## config.mk

```make
export PLATFORM = sky130hd
export DESIGN_NAME = temp_bank_fifo
export DESIGN_NICKNAME = d
export VERILOG_FILES = /design/src/rtl/temp_buf_pkg.sv /design/src/rtl/temp_bank_fifo_bank.sv /design/src/rtl/temp_bank_fifo.sv
export SDC_FILE = /design/constraint.sdc
export NUM_CORES = 2
export LEC_CHECK = 0
export BUFFER_PORTS_ARGS = -buffer_cell sky130_fd_sc_hd__buf_2
export CAP_MARGIN = 20
export CELL_PAD_IN_SITES_DETAIL_PLACEMENT = 1
export CELL_PAD_IN_SITES_GLOBAL_PLACEMENT = 1
export CORE_MARGIN = 2
export CORE_UTILIZATION = 55
export DETAILED_ROUTE_END_ITERATION = 10
export HOLD_SLACK_MARGIN = 0.1
export PLACE_DENSITY_LB_ADDON = 0.1
export SLEW_MARGIN = 15
export SYNTH_ARGS = -nofsm -noshare
export SYNTH_HDL_FRONTEND = slang
export SYNTH_SLANG_ARGS = --single-unit
```

## constraint.sdc

```tcl
create_clock -name clk -period 8.2 [get_ports clk]
set_input_delay 1.64 -clock clk [delete_from_list [all_inputs] [get_ports clk]]
set_output_delay 1.64 -clock clk [all_outputs]
set_load 0.02 [all_outputs]
```

## src/rtl/temp_buf_pkg.sv

```systemverilog
// Shared definitions for the banked FIFO: lane mode encodings and the lane-unpack helper.
// The helper works on a fixed maximum lane width so one function serves every CW setting.
package temp_buf_pkg;

  typedef enum logic {
    MODE_NARROW = 1'b0,
    MODE_WIDE   = 1'b1
  } mode_e;

  localparam int LANE_MAX = 64;

  // Extract the hi or lo lane of a stored word; narrow lanes come back zero-extended by one bit.
  function automatic logic [LANE_MAX-1:0] unpack_lane(
    input logic [2*LANE_MAX-1:0] word,
    input mode_e                 mode,
    input logic                  hi,
    input int                    cw
  );
    int                    fw;
    logic [2*LANE_MAX-1:0] sh;
    logic [LANE_MAX-1:0]   mask;
    fw   = (mode == MODE_WIDE) ? cw : cw - 1;
    sh   = hi ? (word >> fw) : word;
    mask = {LANE_MAX{1'b1}} >> (LANE_MAX - fw);
    return sh[LANE_MAX-1:0] & mask;
  endfunction

endpackage

```

## src/rtl/temp_bank_fifo_bank.sv

```systemverilog
// One bank: circular storage with wrap-bit pointers; full/empty decoded from the registered pointers.
module temp_bank_fifo_bank #(
  parameter int DEPTH = 16,
  parameter int EW    = 51
) (
  input  logic          clk,
  input  logic          rst,
  input  logic          push,
  input  logic          pop,
  input  logic          clear,
  input  logic [EW-1:0] wdata,
  output logic [EW-1:0] rdata,
  output logic          full,
  output logic          empty
);

  localparam int AW = $clog2(DEPTH);

  logic [EW-1:0] mem [DEPTH];
  logic [AW:0]   wr_ptr;
  logic [AW:0]   rd_ptr;

  // Storage needs no reset; contents are only observed behind a valid pointer.
  always_ff @(posedge clk) begin
    if (push) mem[wr_ptr[AW-1:0]] <= wdata;
  end

  always_ff @(posedge clk or negedge rst) begin
    if (!rst) begin
      wr_ptr <= '0;
      rd_ptr <= '0;
    end else if (clear) begin
      wr_ptr <= '0;
      rd_ptr <= '0;
    end else begin
      if (push) wr_ptr <= wr_ptr + 1'b1;
      if (pop)  rd_ptr <= rd_ptr + 1'b1;
    end
  end

  assign rdata = mem[rd_ptr[AW-1:0]];
  assign empty = (wr_ptr == rd_ptr);
  assign full  = (wr_ptr[AW] != rd_ptr[AW]) && (wr_ptr[AW-1:0] == rd_ptr[AW-1:0]);

endmodule

```

## src/rtl/temp_bank_fifo.sv

```systemverilog
// NBANK parallel FIFOs written one bank at a time and read as a set; popped sets are
// unpacked by stored mode into registered lanes, with sticky overflow/underflow flags.
module temp_bank_fifo
  import temp_buf_pkg::*;
#(
  parameter int NBANK = 2,
  parameter int DEPTH = 16,
  parameter int CW    = 25
) (
  input  logic                       clk,
  input  logic                       rst,
  input  logic                       wr_en,
  input  logic [$clog2(NBANK)-1:0]   wr_bank,
  input  logic                       wr_mode,
  input  logic [2*CW-1:0]            din,
  input  logic                       rd_en,
  input  logic                       flush,
  output logic [2*NBANK*CW-1:0]      dout,
  output logic                       dout_valid,
  output logic                       dout_mode,
  output logic [NBANK-1:0]           full,
  output logic [NBANK-1:0]           empty,
  output logic                       err_ovf,
  output logic                       err_udf
);

  localparam int BW = $clog2(NBANK);
  localparam int EW = 2*CW + 1;
  localparam int WW = 2*LANE_MAX;

  logic [EW-1:0]          head [NBANK];
  logic [EW-1:0]          wdata;
  logic [NBANK-1:0]       push;
  logic                   rd_ok;
  logic                   wr_drop;
  logic                   mode_mismatch;
  logic [2*NBANK*CW-1:0]  lanes;

  // Handshake: rd_en is a request with no ready; it is honoured only when every bank is
  // non-empty at the edge (no bypass from a same-cycle write), and the result shows as
  // dout_valid one cycle later. A write into a full bank succeeds only if that read is honoured.
  assign wdata   = {wr_mode, din};
  assign rd_ok   = rd_en && (empty == '0) && !flush;
  assign wr_drop = wr_en && full[wr_bank] && !rd_ok && !flush;

  for (genvar b = 0; b < NBANK; b++) begin : g_bank
    assign push[b] = wr_en && !flush && (wr_bank == BW'(b)) && (!full[b] || rd_ok);

    temp_bank_fifo_bank #(
      .DEPTH (DEPTH),
      .EW    (EW)
    ) u_bank (
      .clk   (clk),
      .rst   (rst),
      .push  (push[b]),
      .pop   (rd_ok),
      .clear (flush),
      .wdata (wdata),
      .rdata (head[b]),
      .full  (full[b]),
      .empty (empty[b])
    );
  end

  always_comb begin
    lanes         = '0;
    mode_mismatch = 1'b0;
    for (int b = 0; b < NBANK; b++) begin
      lanes[b*CW +: CW] = CW'(unpack_lane(WW'(head[b][2*CW-1:0]),
                                          mode_e'(head[b][EW-1]), 1'b1, CW));
      lanes[(NBANK+b)*CW +: CW] = CW'(unpack_lane(WW'(head[b][2*CW-1:0]),
                                                  mode_e'(head[b][EW-1]), 1'b0, CW));
      if (head[b][EW-1] != head[0][EW-1]) mode_mismatch = 1'b1;
    end
  end

  always_ff @(posedge clk or negedge rst) begin
    if (!rst) begin
      dout       <= '0;
      dout_valid <= 1'b0;
      dout_mode  <= 1'b0;
      err_ovf    <= 1'b0;
      err_udf    <= 1'b0;
    end else if (flush) begin
      dout_valid <= 1'b0;
      err_ovf    <= 1'b0;
      err_udf    <= 1'b0;
    end else begin
      dout_valid <= rd_ok;
      if (rd_ok) begin
        dout      <= lanes;
        dout_mode <= head[0][EW-1];
      end
      if (wr_drop) err_ovf <= 1'b1;
      // Refused read, or a popped set whose banks disagree on packing.
      if ((rd_en && !rd_ok) || (rd_ok && mode_mismatch)) err_udf <= 1'b1;
    end
  end

endmodule

```

==> metrics <==
HP Class register to register; max-cap viol count 0; CTS tree built; Ports 165; drt wl/cell 32.9 um; largest net degree at the start of global routing 105; CTS clk-pin slew, worst paths 0.06 ns; min-delay src dout[35]; area growth from synthesis to layout 12.6%; I/O Buffers 164; ys flop type edfxtp_1; Initial Util 0.552; r2r setup slk 3.69 ns; area of the core roughly 0.12 mm^2; # resized after CTS 0; maximum vdd ir drop 0.243 mV; RSZ-0062 raised after global routing no; Worst EP arrival 2.92 ns; Yosys top cell by area edfxtp_1; vias in the first global route 34200; Layout Utilization 0.622; top-count cell post-synth edfxtp_1; Yosys cell types 48; initial antenna violation count 3; fraction of layout cells with a size suffix above 1 0.295; via/cell ratio approximately 6.3; final instance area roughly 0.075 mm^2; Final Hold Fails 0; Total GRT Usage 0.271; internal power about 15000 uW; worst setup path class register to output pin; root buffer selected by CTS clkbuf_16; synth top area cells edfxtp_1 (73%), mux4_2 (15%), dfrtp_1 (4.6%); startpoint types register; Leakage 0.0244 uW; worst skew pair latency 0.80 ns; status complete, no violations; synthesized net count ~3000; YS warnings 0; Residual DRC 0; crit share post-route 0.556; gpl congestion between 0.7 and 0.8; Die X 353 um; Tot Pwr roughly 18000 uW; depth of the most critical reg-to-reg path 9; number of flops mapped to enable cells by yosys 1632; Worst EP required 6.56 ns; Seq cells post-synth ~1800; Post-synth top cells edfxtp_1 (1632), mux4_2 (459), nand2_1 (212); TritonCTS Buffers 176; P_sw 3780 uW; global-route wire length before repair between 200000 and 250000 um; sequential area share after synthesis 0.778; Pwr Density 244 mW/mm^2; hold_buf cts 0; vias ~32000; die height around 350 um; highest clock rate 219 MHz; max incr delay on CP 1.00 ns; clock sinks 1756; FF-to-FF End dout[1]; reg-to-reg critical path startpoint g_bank[0].u_bank.rd_ptr[3]; worst-path fanout max 19; # fillers 9825; NumNets Final about 3300; Max-slew headroom 0.237; Clock Power Share 0.429; Rows 128; total wire length between 150000 and 200000 um; worst-case hold path end point dout[35]; deepest level of the CTS H-tree 4; post-synthesis average cell area approximately 22 um^2; CP endpoint kind output pin; clk buf depth 3; die area about 0.12 mm^2; Slowest-stage cell, CP dfrtp_1; worst-path cell chain xnor2_1, nand4_2, nor2b_1, buf_2; DRT iter0 DRCs 3367; Worst-Margin Slew 1.14 ns; Detail Placement HPWL 86100 um; Netlist Area Pre-Place 0.0669 mm^2; ys async rst share 0.0706; Net Sw Frac 0.205; Detailed Routing Iterations Pass 1 7; Setup-failing EPs final 0; Mapped Cells 2993; Placement Cell Area 0.0697 mm^2; Yosys top cell area share 0.732; antenna-violating nets left 0; hold depth 1; TNS Setup 0 ns; combinational power share 0.030; clock skew 0.0277 ns; Setup Buffers After CTS 0; GRT overflow 0; fin. max-slew vios 0; minimum clock period 4.56 ns; sequential power share 0.541
[flip-flops by register name, summed over array words and instances (netlist names)]
| name | flops |
|---|---|
| g_bank.u_bank.wr_ptr | 10 |
| g_bank.u_bank.mem | 1632 |
| dout | 100 |
| err_udf | 1 |
| g_bank.u_bank.rd_ptr | 10 |
| err_ovf | 1 |
| dout_valid | 1 |
| dout_mode | 1 |
[cell usage in the layout, fill, tap and decap left out, types with 5 or more instances in the layout]
cell	count
edfxtp_1	1632
mux4_2	459
nand2_1	212
clkbuf_16	181
buf_2	163
dfrtp_1	116
mux2i_1	83
buf_4	59
a21oi_1	50
clkbuf_1	49
a22oi_1	48
nor2_1	46
clkinv_2	35
o22ai_1	25
a21o_1	23
clkinv_1	21
clkbuf_8	17
xnor2_1	14
nor2_4	12
bufinv_16	12
ha_1	10
xor2_1	8
inv_1	7
nand4_1	6
nand3_1	6
nand2b_1	6
dfrtp_4	5
[worst max-delay path: cells and delay by family, from the launching register on]
| kind | cells | cell delay (ns) |
|---|---|---|
| xor gates and xnor gates | 1 | 0.23 |
| buffers and inverters | 1 | 0.26 |
| DFF | 1 | 1.00 |
| and+or+nand+nor | 2 | 0.63 |
[routing by layer]
metal | wire length (um) | track usage | vias to the layer above | part of all wire
met3 | 10200 | 0.0402 | 206 | 0.062
met2 | 83400 | 0.446 | 1188 | 0.51
met5 | 11 | 0 | - | 0.000067
met4 | 2930 | 0.0667 | 2 | 0.018
met1 | 67900 | 0.388 | 17400 | 0.41
li1 | - | - | 12900 | -
[how the worst max path moves through the flow]
stage	endpoint	slack, ns	from	cells past startpoint
2_1_floorplan	g_bank[1].u_bank.mem[0][0]	0.31	flush	4
3_3_place_gp	g_bank[1].u_bank.mem[5][12]	2.88	flush	7
3_5_place_dp	g_bank[0].u_bank.mem[12][2]	3.30	flush	5
4_1_cts	dout[1]	3.54	g_bank[0].u_bank.rd_ptr[3]	9
5_1_grt	err_udf	3.25	g_bank[1].u_bank.rd_ptr[0]	9
6_report	full[1]	3.64	g_bank[1].u_bank.wr_ptr[3]	4
[per-stage QoR]
| step | setup slack (ns) | hold slack, ns | cells |
|---|---|---|---|
| detailed placement | 3.30 | 0.460 | 4672 |
| finish | 3.64 | 0.473 | 5000 |
| global placement | 2.88 | 0.452 | 4672 |
| global route | 3.25 | 0.497 | 4998 |
| CTS | 3.54 | 0.479 | 4997 |
| floorplan | 0.309 | 0.508 | 2993 |
[cells by family (layout without fill, tap and decap cells)]
kind of cell             Yosys count  count (layout)  share of synthesized area
flip-flops                      1756            1756                      0.778
multiplexers                     542             542                      0.167
AND/OR/NAND/NOR                  324             324                     0.0208
buffers and inverters            179             559                     0.0134
AO/OA/AOI/OAI                    160             160                     0.0159
XOR/XNOR                          22              22                    0.00288
adder cells (fa/ha/maj)           10              10                    0.00187
other                              0               2                          0
[power groups by stage]
stage | clock [uW] | sequential (uW) | combinational, uW
6_report | 7900 | 9950 | 546
5_1_grt | 8360 | 9960 | 591
4_1_cts | 8040 | 9950 | 558
3_5_place_dp | 0 | 10100 | 555
3_3_place_gp | 0 | 10100 | 531
2_1_floorplan | 0 | 10200 | 161
[final cells by class]
cell class / count / area, um^2 / share of cell area
diodes: 2 / 5.00 / 0.0000664
clock buffers: 247 / 4950 / 0.0656
clock inverters: 78 / 712 / 0.00944
inverters: 8 / 32.5 / 0.000431
multi-input cells: 1058 / 14200 / 0.188
flip-flops and latches: 1756 / 52100 / 0.691
well taps: 1625 / 2030 / 0.0270
repair buffers: 226 / 1340 / 0.0177
(Power assumes the default switching activity.)
